[src/rtl/data_stack_if.sv]
// Operation/result bundle between the control unit and the data stack.
// The control unit drives op/din/err_clr; the stack drives everything else.
interface data_stack_if #(
  parameter int DATA_WIDTH = 16,
  parameter int PTR_WIDTH  = 5
);
  logic [2:0]            op;
  logic [DATA_WIDTH-1:0] din;
  logic                  err_clr;
  logic [DATA_WIDTH-1:0] T;
  logic [DATA_WIDTH-1:0] N;
  logic [PTR_WIDTH-1:0]  count;
  logic                  empty;
  logic                  full;
  logic                  tz;
  logic                  overflow;
  logic                  underflow;

  modport master (
    output op, din, err_clr,
    input  T, N, count, empty, full, tz, overflow, underflow
  );

  modport slave (
    input  op, din, err_clr,
    output T, N, count, empty, full, tz, overflow, underflow
  );
endinterface

[src/rtl/data_stack.sv]
// Forth data stack: registered top-of-stack T over a cell array holding the
// entries beneath it. One operation per cycle, sticky overflow/underflow flags.
module data_stack #(
  parameter int DATA_WIDTH = 16,
  parameter int DEPTH      = 16,
  parameter int PTR_WIDTH  = 5
) (
  input logic         clk,
  input logic         rst,
  data_stack_if.slave bus
);
  localparam int ADDR_WIDTH = $clog2(DEPTH);

  typedef enum logic [2:0] {
    OP_HOLD     = 3'b000,
    OP_PUSH     = 3'b001,
    OP_POP      = 3'b010,
    OP_REPLACE  = 3'b011,
    OP_COLLAPSE = 3'b100,
    OP_SWAP     = 3'b101,
    OP_RSVD6    = 3'b110,
    OP_RSVD7    = 3'b111
  } op_e;

  logic [DATA_WIDTH-1:0] mem [0:DEPTH-2];

  logic [DATA_WIDTH-1:0] t_reg, t_next;
  logic [PTR_WIDTH-1:0]  count_reg, count_next;
  logic                  overflow_reg, overflow_next;
  logic                  underflow_reg, underflow_next;

  logic                  wr_en;
  logic [ADDR_WIDTH-1:0] wr_addr;
  logic [DATA_WIDTH-1:0] wr_data;
  logic                  ovf_set, unf_set;

  logic [ADDR_WIDTH-1:0] addr_top;  // mem[count-1]: slot that receives T on PUSH
  logic [ADDR_WIDTH-1:0] addr_n;    // mem[count-2]: current N
  logic [DATA_WIDTH-1:0] n_val;
  logic                  has_one, has_two, is_full;

  assign addr_top = count_reg[ADDR_WIDTH-1:0] - ADDR_WIDTH'(1);
  assign addr_n   = count_reg[ADDR_WIDTH-1:0] - ADDR_WIDTH'(2);
  assign has_one  = (count_reg >= PTR_WIDTH'(1));
  assign has_two  = (count_reg >= PTR_WIDTH'(2));
  assign is_full  = (count_reg == PTR_WIDTH'(DEPTH));

  // Masking keeps stale cells above the live region from ever reaching Y.
  assign n_val = has_two ? mem[addr_n] : '0;

  always_comb begin
    t_next     = t_reg;
    count_next = count_reg;
    wr_en      = 1'b0;
    wr_addr    = addr_top;
    wr_data    = t_reg;
    ovf_set    = 1'b0;
    unf_set    = 1'b0;
    unique case (op_e'(bus.op))
      OP_PUSH: begin
        if (!is_full) begin
          wr_en      = has_one;
          t_next     = bus.din;
          count_next = count_reg + PTR_WIDTH'(1);
        end else begin
          ovf_set = 1'b1;
        end
      end
      OP_POP: begin
        if (has_one) begin
          t_next     = n_val;
          count_next = count_reg - PTR_WIDTH'(1);
        end else begin
          unf_set = 1'b1;
        end
      end
      OP_REPLACE: begin
        if (has_one) t_next = bus.din;
        else         unf_set = 1'b1;
      end
      OP_COLLAPSE: begin
        if (has_two) begin
          t_next     = bus.din;
          count_next = count_reg - PTR_WIDTH'(1);
        end else begin
          unf_set = 1'b1;
        end
      end
      OP_SWAP: begin
        if (has_two) begin
          t_next  = n_val;
          wr_en   = 1'b1;
          wr_addr = addr_n;
        end else begin
          unf_set = 1'b1;
        end
      end
      default: ;
    endcase

    // A fault in the same cycle as err_clr leaves the flag set.
    overflow_next  = ovf_set | (overflow_reg  & ~bus.err_clr);
    underflow_next = unf_set | (underflow_reg & ~bus.err_clr);
  end

  always_ff @(posedge clk or posedge rst) begin
    if (rst) begin
      t_reg         <= '0;
      count_reg     <= '0;
      overflow_reg  <= 1'b0;
      underflow_reg <= 1'b0;
    end else begin
      t_reg         <= t_next;
      count_reg     <= count_next;
      overflow_reg  <= overflow_next;
      underflow_reg <= underflow_next;
    end
  end

  // Cell array is left out of reset so it maps onto plain RAM.
  always_ff @(posedge clk) begin
    if (wr_en) mem[wr_addr] <= wr_data;
  end

  assign bus.T         = t_reg;
  assign bus.N         = n_val;
  assign bus.count     = count_reg;
  assign bus.empty     = (count_reg == '0);
  assign bus.full      = is_full;
  assign bus.tz        = (t_reg == '0);
  assign bus.overflow  = overflow_reg;
  assign bus.underflow = underflow_reg;
endmodule

[src/flat_wrapper.sv]
// flat-port wrapper written by rule: the top's interface ports become plain ports
module data_stack_flat 
#(
  parameter int DATA_WIDTH = 16,
  parameter int DEPTH      = 16,
  parameter int PTR_WIDTH  = 5
)
  (clk, rst, bus_op, bus_din, bus_err_clr, bus_T, bus_N, bus_count, bus_empty, bus_full, bus_tz, bus_overflow, bus_underflow);
  data_stack_if #(.DATA_WIDTH(DATA_WIDTH), .PTR_WIDTH(PTR_WIDTH)) bus_i ();
  input logic clk;
  input logic rst;
  input wire logic [$bits(bus_i.op)-1:0] bus_op;
  input wire logic [$bits(bus_i.din)-1:0] bus_din;
  input wire logic [$bits(bus_i.err_clr)-1:0] bus_err_clr;
  output wire logic [$bits(bus_i.T)-1:0] bus_T;
  output wire logic [$bits(bus_i.N)-1:0] bus_N;
  output wire logic [$bits(bus_i.count)-1:0] bus_count;
  output wire logic [$bits(bus_i.empty)-1:0] bus_empty;
  output wire logic [$bits(bus_i.full)-1:0] bus_full;
  output wire logic [$bits(bus_i.tz)-1:0] bus_tz;
  output wire logic [$bits(bus_i.overflow)-1:0] bus_overflow;
  output wire logic [$bits(bus_i.underflow)-1:0] bus_underflow;
  assign bus_i.op = bus_op;
  assign bus_i.din = bus_din;
  assign bus_i.err_clr = bus_err_clr;
  assign bus_T = bus_i.T;
  assign bus_N = bus_i.N;
  assign bus_count = bus_i.count;
  assign bus_empty = bus_i.empty;
  assign bus_full = bus_i.full;
  assign bus_tz = bus_i.tz;
  assign bus_overflow = bus_i.overflow;
  assign bus_underflow = bus_i.underflow;
  data_stack #(.DATA_WIDTH(DATA_WIDTH), .DEPTH(DEPTH), .PTR_WIDTH(PTR_WIDTH)) u_core (.clk(clk), .rst(rst), .bus(bus_i));
endmodule
[config.mk]
export PLATFORM = sky130hd
export DESIGN_NAME = data_stack_flat
export DESIGN_NICKNAME = d
export VERILOG_FILES = /design/src/rtl/data_stack_if.sv /design/src/rtl/data_stack.sv /design/src/flat_wrapper.sv
export SDC_FILE = /design/constraint.sdc
export NUM_CORES = 1
export LEC_CHECK = 0
export ABC_AREA = 0
export CAP_MARGIN = 20
export CORE_MARGIN = 4
export CORE_UTILIZATION = 59
export CTS_BUF_LIST = sky130_fd_sc_hd__clkbuf_8 sky130_fd_sc_hd__clkbuf_16
export CTS_CLUSTER_SIZE = 8
export DETAILED_ROUTE_END_ITERATION = 7
export PLACE_DENSITY = 0.77
export SETUP_SLACK_MARGIN = 0.05
export SYNTH_ARGS = -nofsm -noshare
export SYNTH_HDL_FRONTEND = slang
export SYNTH_SLANG_ARGS = --single-unit
export TNS_END_PERCENT = 30
[constraint.sdc]
create_clock -name clk -period 4.8 [get_ports clk]
set_clock_uncertainty 0.2 [all_clocks]
set_input_delay 1.44 -clock clk [delete_from_list [all_inputs] [get_ports clk]]
set_output_delay 1.44 -clock clk [all_outputs]
set_load 0.01 [all_outputs]
After elaboration in Yosys (flattened, before gate mapping). Memories as Yosys holds them, arrays and structs flattened. Cells that the tools add are included.

Add/sub/neg operators: 4. Multipliers: 0. Divide/modulo/power cells: 0. Magnitude comparators: 2. Eq/ne operators: 11. Shift operators: 0. Multiplexer cells: 23. Bitwise logic cells: 5. Reductions and logical operators: 8.

Operators by type and width (count): 16-bit 2-to-1 mux (6); 16-bit one-hot mux with 5 select lines (1); 16-bit logical NOT (1); 5-bit 2-to-1 mux (3); 5-bit one-hot mux with 3 select lines (1); 1-bit 2-to-1 mux (8); 4-bit 2-to-1 mux (2); 2-bit by 1-bit inequality test with 1-bit output, second input constant (4); 3-bit by 2-bit == test with 1-bit output, second input constant (2); 3-bit == test, second input constant (2); 6-bit AND reduction (1); 5-bit by 1-bit adder with 5-bit output, second input constant (1); 5-bit == test, second input constant (1); 5-bit by 1-bit greater-or-equal comparator with 1-bit output, second input constant (1); 5-bit by 2-bit greater-or-equal comparator with 1-bit output, second input constant (1); 5-bit logical NOT (1); 5-bit nonzero test (1); 5-bit by 1-bit subtractor with 5-bit output, second input constant (1); 1-bit one-hot mux with 2 select lines (2); 4-bit AND reduction (1); 2-bit OR reduction (2); 4-bit by 1-bit subtractor with 4-bit output, second input constant (1); 4-bit by 2-bit subtractor with 4-bit output, second input constant (1); 3-bit by 1-bit == test with 1-bit output, second input constant (1); other kinds (5) (7).

Register bits after elaboration: 23. Bits in latches: 0. Bits in writable memories: 240. Bits in read-only memories: 0. Word-level logic and storage cells: 58. Memories: 1.

Memory list: u_core.mem (depth 15, bits a word 16, rd ports 1, clocked after Yosys merged registers in 0, wr ports 1, line data_stack.sv:25) `logic [DATA_WIDTH-1:0] mem [0:DEPTH-2];`.

Depth between registers and ports, before layout. Gate-level depths: netlist of the first run.

Depth in word-level cells: 5. Mapped depth: 11.

Worst setup path after synthesis of the first run. OpenSTA, ideal clock, no wires.

Kind: register -> output. From: register u_core.count_reg[1], in the netlist u_core.bus.count[1]. To: output bus_N[2]. Arrival time: 2.632 ns. Data required time: 3.160 ns. Setup slack: 0.528 ns. Stages on the path, launching flop included: 10. Buffers on the path: 3. Cell sequence: dfrtp_1 -> clkbuf_1 -> inv_1 -> ha_1 -> buf_2 -> buf_1 -> mux4_2 -> mux2_2 -> mux2i_1 -> nor2_1.

Longest elaborated chain between the ends: 3.

RTL lines: start: declaration (line data_stack.sv:28) `logic [PTR_WIDTH-1:0] count_reg, count_next;`; start signal: assignment (line data_stack.sv:114) `count_reg <= count_next;`; 4-bit by 2-bit subtractor with 4-bit output (line data_stack.sv:43) `assign addr_n = count_reg[ADDR_WIDTH-1:0] - ADDR_WIDTH'(2);`; memory read 15 x 16 bit; 16-bit 2-to-1 mux (*) (line data_stack.sv:49) `assign n_val = has_two ? mem[addr_n] : '0;`; end: declaration (line flat_wrapper.sv:16) `output wire logic [$bits(bus_i.N)-1:0] bus_N;`.

Every way passes the cells marked *; elsewhere a longest branch is shown, timed or not.

Worst setup path after layout of the first run.
From: register u_core.count_reg[1], in the netlist u_core.bus.count[1]. To: output bus_N[13].

The elaborated chain is that of the path after synthesis.

==> metrics.log, run 1 <==
[metrics] clock edge transition at the registers on the reported setup and hold paths: 0.05 ns
[metrics] most area-hungry cell type in the Yosys netlist: edfxtp_1
[metrics] critical setup path kind: flip-flop to primary output
[metrics] maximum buffer depth of the clock tree: 3
[metrics] TritonCTS sink count: 263
[metrics] number of failing hold endpoints at the final stage: 0
[metrics] met3 wire len: 2.42 mm
[metrics] DR WL/cell: 26.9 um
[metrics] Worst-Margin Slew: 0.830 ns
[metrics] power density relative to cell area: 710 mW/mm^2
[metrics] highest fanout seen on the critical path: 17
[metrics] leak pwr: 4.77 nW
[metrics] area taken by flip-flops and latches: 0.00779 mm^2
[metrics] result of the run: finished, final reports clean
[metrics] number of buffers created by CTS: 38
[metrics] cells taking the most area after synthesis: edfxtp_1 66%, mux4_2 9.8%, dfrtp_1 5.2%
[metrics] initial antenna violation count: 0
[metrics] final slew viol count: 0
[metrics] Ports: 64
[metrics] peak clock frequency supported by timing: 216 MHz
[metrics] cell area after placement: 0.0121 mm^2
[metrics] endpoint class of the critical path: primary output
[metrics] effective utilization at floorplan: 60.5%
[metrics] area share of the largest cell type after synthesis: 65.6%
[metrics] Hold Crit Class: flip-flop to flip-flop
[metrics] clock latency of the later-clocked register in the worst-skew pair: 0.51 ns
[metrics] root buffer cell: clkbuf_16
[metrics] wire length of the first global-routing pass: 40.6 mm
[metrics] placement row count: 49
[metrics] H-tree lvl count: 2
[metrics] number of enable-type register cells in the synthesized netlist: 240
[metrics] Setup TNS Final: 0 ns
[metrics] Vias: 6,463
[metrics] metal1 wirelength: 10.3 mm
[metrics] PnR worst setup slack: 0.167 ns
[metrics] number of nets still failing antenna checks after routing: 0
[metrics] worst setup slack after placement: 0.532 ns
[metrics] DRC: 0
[metrics] fin area: 0.0133 mm^2
[metrics] uppermost metal layer occupied by signal nets: met4
[metrics] NumNets Final: 777
[metrics] sum of overflow across all layers after global routing: 0
[metrics] via count of the first global-routing pass: 6,583
[metrics] crit share post-route: 96.5%
[metrics] number of distinct library cells after synthesis: 47
[metrics] Port Buffer Count: 63
[metrics] overall die area: 0.0209 mm^2
[metrics] final setup violating endpoints: 0
[metrics] area of the mapped netlist: 0.0110 mm^2
[metrics] number of diodes added for antenna fixing: 0
[metrics] number of storage elements in the synthesis netlist: 263
[metrics] total routing usage reported by global routing: 26.7%
[metrics] Max IR drop VDD: 436 uV
[metrics] worst slew slack as a fraction of its limit: 44.5%
[metrics] TritonCTS clock tree: done
[metrics] met2 WL: 13.5 mm
[metrics] setup repair after global routing missed its margin: no
[metrics] Layout Cells excl Fill: 1,003
[metrics] sequential area share after synthesis: 70.9%
[metrics] Layout Area Growth over Synthesis: 21.5%
[metrics] fraction of final layout cells sized beyond drive strength 1: 24.3%
[metrics] syn_nets: 651
[metrics] count of TritonRoute iterations in the first routing pass: 6
[metrics] Post-Place Cells: 927
[metrics] Arrival @ worst endpoint: 2.99 ns
[metrics] CTS Hold Buffers Added: 0
[metrics] startpoint kind of the worst setup timing path: flip-flop
[metrics] Yosys warning total: 0
[metrics] most instantiated flip-flop cell in the synthesis netlist: edfxtp_1
[metrics] die span in x: 144 um
[metrics] Syn Area/Cell: 17.7 um^2
[metrics] wire length reported by the detailed router: 27.0 mm
[metrics] total area of multi-input combinational cells: 0.00302 mm^2
[metrics] clock period minus worst slack: 4.63 ns
[metrics] placeable core region: 0.0181 mm^2
[metrics] number of flip-flops in the largest register: 240
[metrics] number of standard cells after synthesis: 619
[metrics] starting DRC count in detailed routing: 668
[metrics] fill cell instance count of the final layout: 1,040
[metrics] async set-or-reset flop fraction in the synthesized netlist: 8.75%
[metrics] required time of the critical path: 3.16 ns
[metrics] vias per cell: 6.44
[metrics] die outline height: 144 um
[metrics] post-DP HPWL: 15.4 mm
[metrics] global placement routability congestion: 0.816
[metrics] largest net degree at the start of global routing: 42
[metrics] number of violations of the max-capacitance limit: 0
-- power by group --
part / internal [mW] / switching (mW)
sequential: 2.99 / 0.250
combinational: 1.83 / 2.05
clock: 1.43 / 0.932
-- layout by cell type, fill, tap and decap left out, types with 2 or more instances in the layout --
master / instances
a31oi_1: 2
nor2_1: 50
clkbuf_16: 39
nand2_1: 38
xnor2_1: 5
xor2_1: 4
xnor2_4: 2
inv_1: 37
nand3_1: 17
buf_16: 2
nor4_1: 4
ha_1: 8
a211o_1: 10
mux2_2: 35
a21oi_1: 8
inv_6: 2
nor3_1: 5
mux4_2: 48
a32o_1: 10
clkdlybuf4s50_1: 63
buf_4: 50
a211oi_1: 11
and3_1: 2
edfxtp_1: 240
mux2i_1: 18
mux2_1: 6
a21o_1: 2
nand2b_1: 3
o21ai_1: 7
dfrtp_1: 22
-- per-stage QoR --
step | utilization [%] | hold WS (ns) | total power [mW]
detailed placement | 66.7 | 0.350 | 6.82
finish | 73.5 | 0.342 | 9.48
global route | 73.5 | 0.382 | 9.94
global placement | 66.7 | 0.320 | 6.72
CTS | 73.1 | 0.358 | 9.39
floorplan | - | 0.358 | 5.41
-- final cells by class --
| class | count | area share, % |
|---|---|---|
| clock inverter | 31 | 1.04 |
| multi-input combinational | 315 | 22.7 |
| inverter | 9 | 0.253 |
| timing repair buffer | 118 | 8.40 |
| sequential | 263 | 58.4 |
| tap | 229 | 2.15 |
| clock buffer | 38 | 7.13 |
-- per-layer routing --
metal,track usage (%),vias up
met5,0,-
met3,6.35,56
met1,36.4,3292
met4,8.44,0
met2,43.2,386
li1,-,2729
-- kinds of logic (layout without fill, tap and decap cells) --
| family | after synthesis | in the layout | synth area share (%) |
|---|---|---|---|
| flops | 263 | 263 | 70.9 |
| simple gates | 126 | 126 | 5.03 |
| mux | 107 | 107 | 15.7 |
| compound gates | 61 | 61 | 4.28 |
| buf+inv | 42 | 196 | 2.12 |
| fa+ha+maj | 10 | 10 | 1.14 |
| xor+xnor | 10 | 11 | 0.866 |
-- cells in the mapped netlist (2+ instances only) --
cell      instances
a211o_1          10
a211oi_1         11
a21o_1            2
a21oi_1           9
a31oi_1           2
a32o_1           10
and3_1            2
buf_1             3
buf_2             9
buf_6             8
clkbuf_1         12
dfrtp_1          23
edfxtp_1        240
ha_1             10
inv_1             9
mux2_1            6
mux2_2           35
mux2i_1          18
mux4_2           48
nand2_1          38
nand2b_1          3
nand3_1          17
nor2_1           50
nor3_1            5
nor4_1            4
o21ai_1           7
xnor2_1           5
xor2_1            4
-- path summary, 6_finish.rpt --
path                                            from              endpoint  slack (ns)  depth (start not counted)
min in group asynchronous                        rst       u_core.bus.T[2]        1.13                          3
worst min register to register  u_core.bus.underflow  u_core.bus.underflow        0.34                          2
worst max register to register   u_core.bus.count[0]      u_core.mem[7][3]        1.67                          9
worst max-delay path             u_core.bus.count[1]             bus_N[13]        0.17                          9
max in group asynchronous                        rst   u_core.bus.count[0]        2.95                          3
worst min-delay path            u_core.bus.underflow  u_core.bus.underflow        0.34                          2
-- worst max-delay path, stage by stage (launching register included) --
cell	delay, ns
dfrtp_1	0.34
inv_1	0.06
buf_4	0.17
ha_4	0.36
buf_16	0.20
mux4_2	0.33
a211o_1	0.32
nand2_1	0.11
nor2_1	0.07
clkdlybuf4s50_1	0.51
-- repair_timing --
item,CTS,global route
buffers inserted,1,3
setup endpoints to repair,8,13
pin swaps,1,1
gates resized for setup,1,4
cloned,2,1
(Power assumes the default switching activity.)
==> run 2, diff against run 1 <==
--- a/config.mk
+++ b/config.mk
@@ -12,6 +12,7 @@
 export CTS_BUF_LIST = sky130_fd_sc_hd__clkbuf_8 sky130_fd_sc_hd__clkbuf_16
 export CTS_CLUSTER_SIZE = 8
 export DETAILED_ROUTE_END_ITERATION = 7
+export GPL_TIMING_DRIVEN = 0
 export PLACE_DENSITY = 0.77
 export SETUP_SLACK_MARGIN = 0.05
 export SYNTH_ARGS = -nofsm -noshare
==> run 2 against run 1 <==
Hold slack gained 0.0012 ns. Global-route usage rose by 0.38 points. Register-to-register slack worse by 0.62 ns. Total power grew 2.2%. Die area did not move. Clock power barely moved. Sequential cell count did not move. Critical path depth unchanged. Utilization is 1.3 points higher.
==> metrics.log, run 2 (synthesized netlist as in run 1, its figures left out) <==
[metrics] Post-Place Cells: 925
[metrics] number of buffers created by CTS: 38
[metrics] count of TritonRoute iterations in the first routing pass: 5
[metrics] clock edge transition at the registers on the reported setup and hold paths: 0.05 ns
[metrics] worst-path cell with the longest stage delay: clkdlybuf4s50_1
[metrics] endpoint class of the critical path: primary output
[metrics] Arrival @ worst endpoint: 3.14 ns
[metrics] starting DRC count in detailed routing: 801
[metrics] startpoint kind of the worst setup timing path: flip-flop
[metrics] depth of the critical timing path with buffers and inverters included: 9
[metrics] Sequential Power Share: 34.8%
[metrics] FF-to-FF path depth: 12
[metrics] Finished Core Util: 74.8%
[metrics] total power draw: 9.69 mW
[metrics] power density relative to cell area: 714 mW/mm^2
[metrics] Ports: 64
[metrics] total area of multi-input combinational cells: 0.00310 mm^2
[metrics] NumNets Final: 776
[metrics] Worst-Margin Slew: 0.921 ns
[metrics] vias per cell: 6.46
[metrics] wire length reported by the detailed router: 27.4 mm
[metrics] TritonCTS clock tree: done
[metrics] placement row count: 49
[metrics] area taken by flip-flops and latches: 0.00778 mm^2
[metrics] peak clock frequency supported by timing: 209 MHz
[metrics] clock latency of the later-clocked register in the worst-skew pair: 0.50 ns
[metrics] DR WL/cell: 27.4 um
[metrics] Worst Path Buf+Inv: 5
[metrics] fill cell instance count of the final layout: 1,012
[metrics] combinational power share: 41.1%
[metrics] crit share post-route: 99.7%
[metrics] Cells on Worst Hold Path: 2
[metrics] number of failing hold endpoints at the final stage: 0
[metrics] worst slew slack as a fraction of its limit: 38.6%
[metrics] root buffer cell: clkbuf_16
[metrics] clock period minus worst slack: 4.78 ns
[metrics] global placement routability congestion: 0.828
[metrics] required time of the critical path: 3.16 ns
[metrics] total routing usage reported by global routing: 27.0%
[metrics] Layout Cells excl Fill: 998
[metrics] critical setup path kind: flip-flop to primary output
[metrics] die outline height: 144 um
[metrics] DRC: 0
[metrics] Port Buffer Count: 62
[metrics] maximum buffer depth of the clock tree: 3
[metrics] cell area after placement: 0.0122 mm^2
[metrics] critical path, cell by cell: clkbuf_16 -> clkinvlp_4 -> ha_4 -> buf_12 -> buf_4 -> mux2_2 -> mux2i_2 -> nor2_1 -> clkdlybuf4s50_1
[metrics] via count of the first global-routing pass: 6,734
[metrics] die span in x: 144 um
[metrics] wire length of the first global-routing pass: 40.9 mm
[metrics] final slew viol count: 0
[metrics] overall die area: 0.0209 mm^2
[metrics] number of flip-flops in the largest register: 240
[metrics] net switching fraction of the power: 34.6%
[metrics] H-tree lvl count: 2
[metrics] Hold Crit Class: flip-flop to flip-flop
[metrics] Max IR drop VDD: 553 uV
[metrics] Switching Power: 3.35 mW
[metrics] fin area: 0.0136 mm^2
[metrics] placeable core region: 0.0181 mm^2
[metrics] sum of overflow across all layers after global routing: 0
[metrics] most frequent standard cell in the layout excluding fill and tap cells: edfxtp_1
[metrics] leading cell types in the layout, fill and taps excluded: 240 x edfxtp_1, 56 x clkdlybuf4s50_1, 48 x mux4_2, 40 x clkbuf_16, 38 x nand2_1
[metrics] fraction of power consumed by the clock network: 24.1%
[metrics] final setup violating endpoints: 0
[metrics] number of diodes added for antenna fixing: 0
[metrics] result of the run: finished, final reports clean
[metrics] leak pwr: 4.82 nW
[metrics] fraction of final layout cells sized beyond drive strength 1: 26.9%
[metrics] Vias: 6,445
[metrics] highest fanout seen on the critical path: 10
[metrics] number of nets still failing antenna checks after routing: 0
[metrics] number of violations of the max-capacitance limit: 0
[metrics] cell internal pwr: 6.34 mW
[metrics] largest net degree at the start of global routing: 24
[metrics] TritonCTS sink count: 263
[metrics] Layout Area Growth over Synthesis: 23.6%
[metrics] setup repair after global routing missed its margin: yes
[metrics] maximum cell stage delay along the critical path: 0.49 ns
[metrics] initial antenna violation count: 0
[metrics] post-DP HPWL: 17.3 mm
[metrics] effective utilization at floorplan: 60.5%
[metrics] cell family with most CP delay: buffers and inverters
==> run 2: cell count changes in the layout (fill, tap and decap cells not counted), moves of 5 or more <==
cell / delta
buf_6: +12
clkdlybuf4s50_1: -7
nor2_1: -15
nor2_2: +15
buf_2: +5
buf_8: +15
buf_4: -40
dlymetal6s2s_1: +5
==> run 2: final timing paths <==
path	startpoint	slack [ns]	end
max in group asynchronous	rst	2.95	u_core.bus.T[15]
setup / recovery	u_core.bus.count[1]	0.02	bus_N[12]
hold reg to reg	u_core.bus.underflow	0.34	u_core.bus.underflow
setup reg to reg	u_core.bus.count[0]	1.05	u_core.mem[2][15]
min in group asynchronous	rst	1.00	u_core.bus.count[1]
hold / removal	u_core.bus.underflow	0.34	u_core.bus.underflow
==> run 2: power by group through the flow <==
stage                     Clock [mW]  Sequential, mW  Combinational (mW)
final                           2.33            3.38                3.98
after global routing            2.48            3.41                4.19
after CTS                       2.37            3.37                3.82
after detailed placement           0            3.41                3.52
after global placement             0            3.38                3.39
after floorplan                    0            3.28                2.14
==> run 2: layer usage <==
metal / up-vias / share of wire, % / track usage [%]
li1: 2715 / - / -
met1: 3261 / 38 / 37.5
met2: 413 / 49 / 42.6
met3: 56 / 10 / 6.65
met4: 0 / 2.8 / 9.77
met5: - / 0 / 0
==> run 2: metrics by stage <==
step                      setup slack (ns)  setup TNS [ns]  hold slack, ns
after CTS                          0.00868               0           0.347
after global placement               -1.00          -86.94           0.321
after detailed placement             -1.03          -12.78           0.340
after global routing               -0.0528          -0.250           0.384
final                               0.0158               0           0.343
after floorplan                      0.528               0           0.358
==> run 2: area by class of cell <==
cell class | instances | area share (%)
Tap cell | 229 | 2.11
Clock inverter | 26 | 0.756
Sequential cell | 263 | 57.3
Clock buffer | 39 | 7.19
Inverter | 9 | 0.277
Multi-Input combinational cell | 314 | 22.9
Timing Repair Buffer | 86 | 7.05
Buffer | 32 | 2.40
==> run 2: timing repair <==
action	CTS	global route
hold buffers	0	0
endpoints found under the setup margin	16	15
gates cloned	0	0
pin swaps	1	1
setup buffers	6	2
gates resized for setup	46	21
==> run 2: worst reg2reg max path, cell delays in order, from the launching register on <==
cell	delay, ns
dfrtp_1	0.41
buf_6	0.18
buf_8	0.19
buf_6	0.19
inv_1	0.14
ha_1	0.25
nand3_1	0.12
inv_1	0.09
a311oi_1	0.28
o21a_1	0.26
nand3_1	0.27
nor2_2	0.60
buf_8	0.26
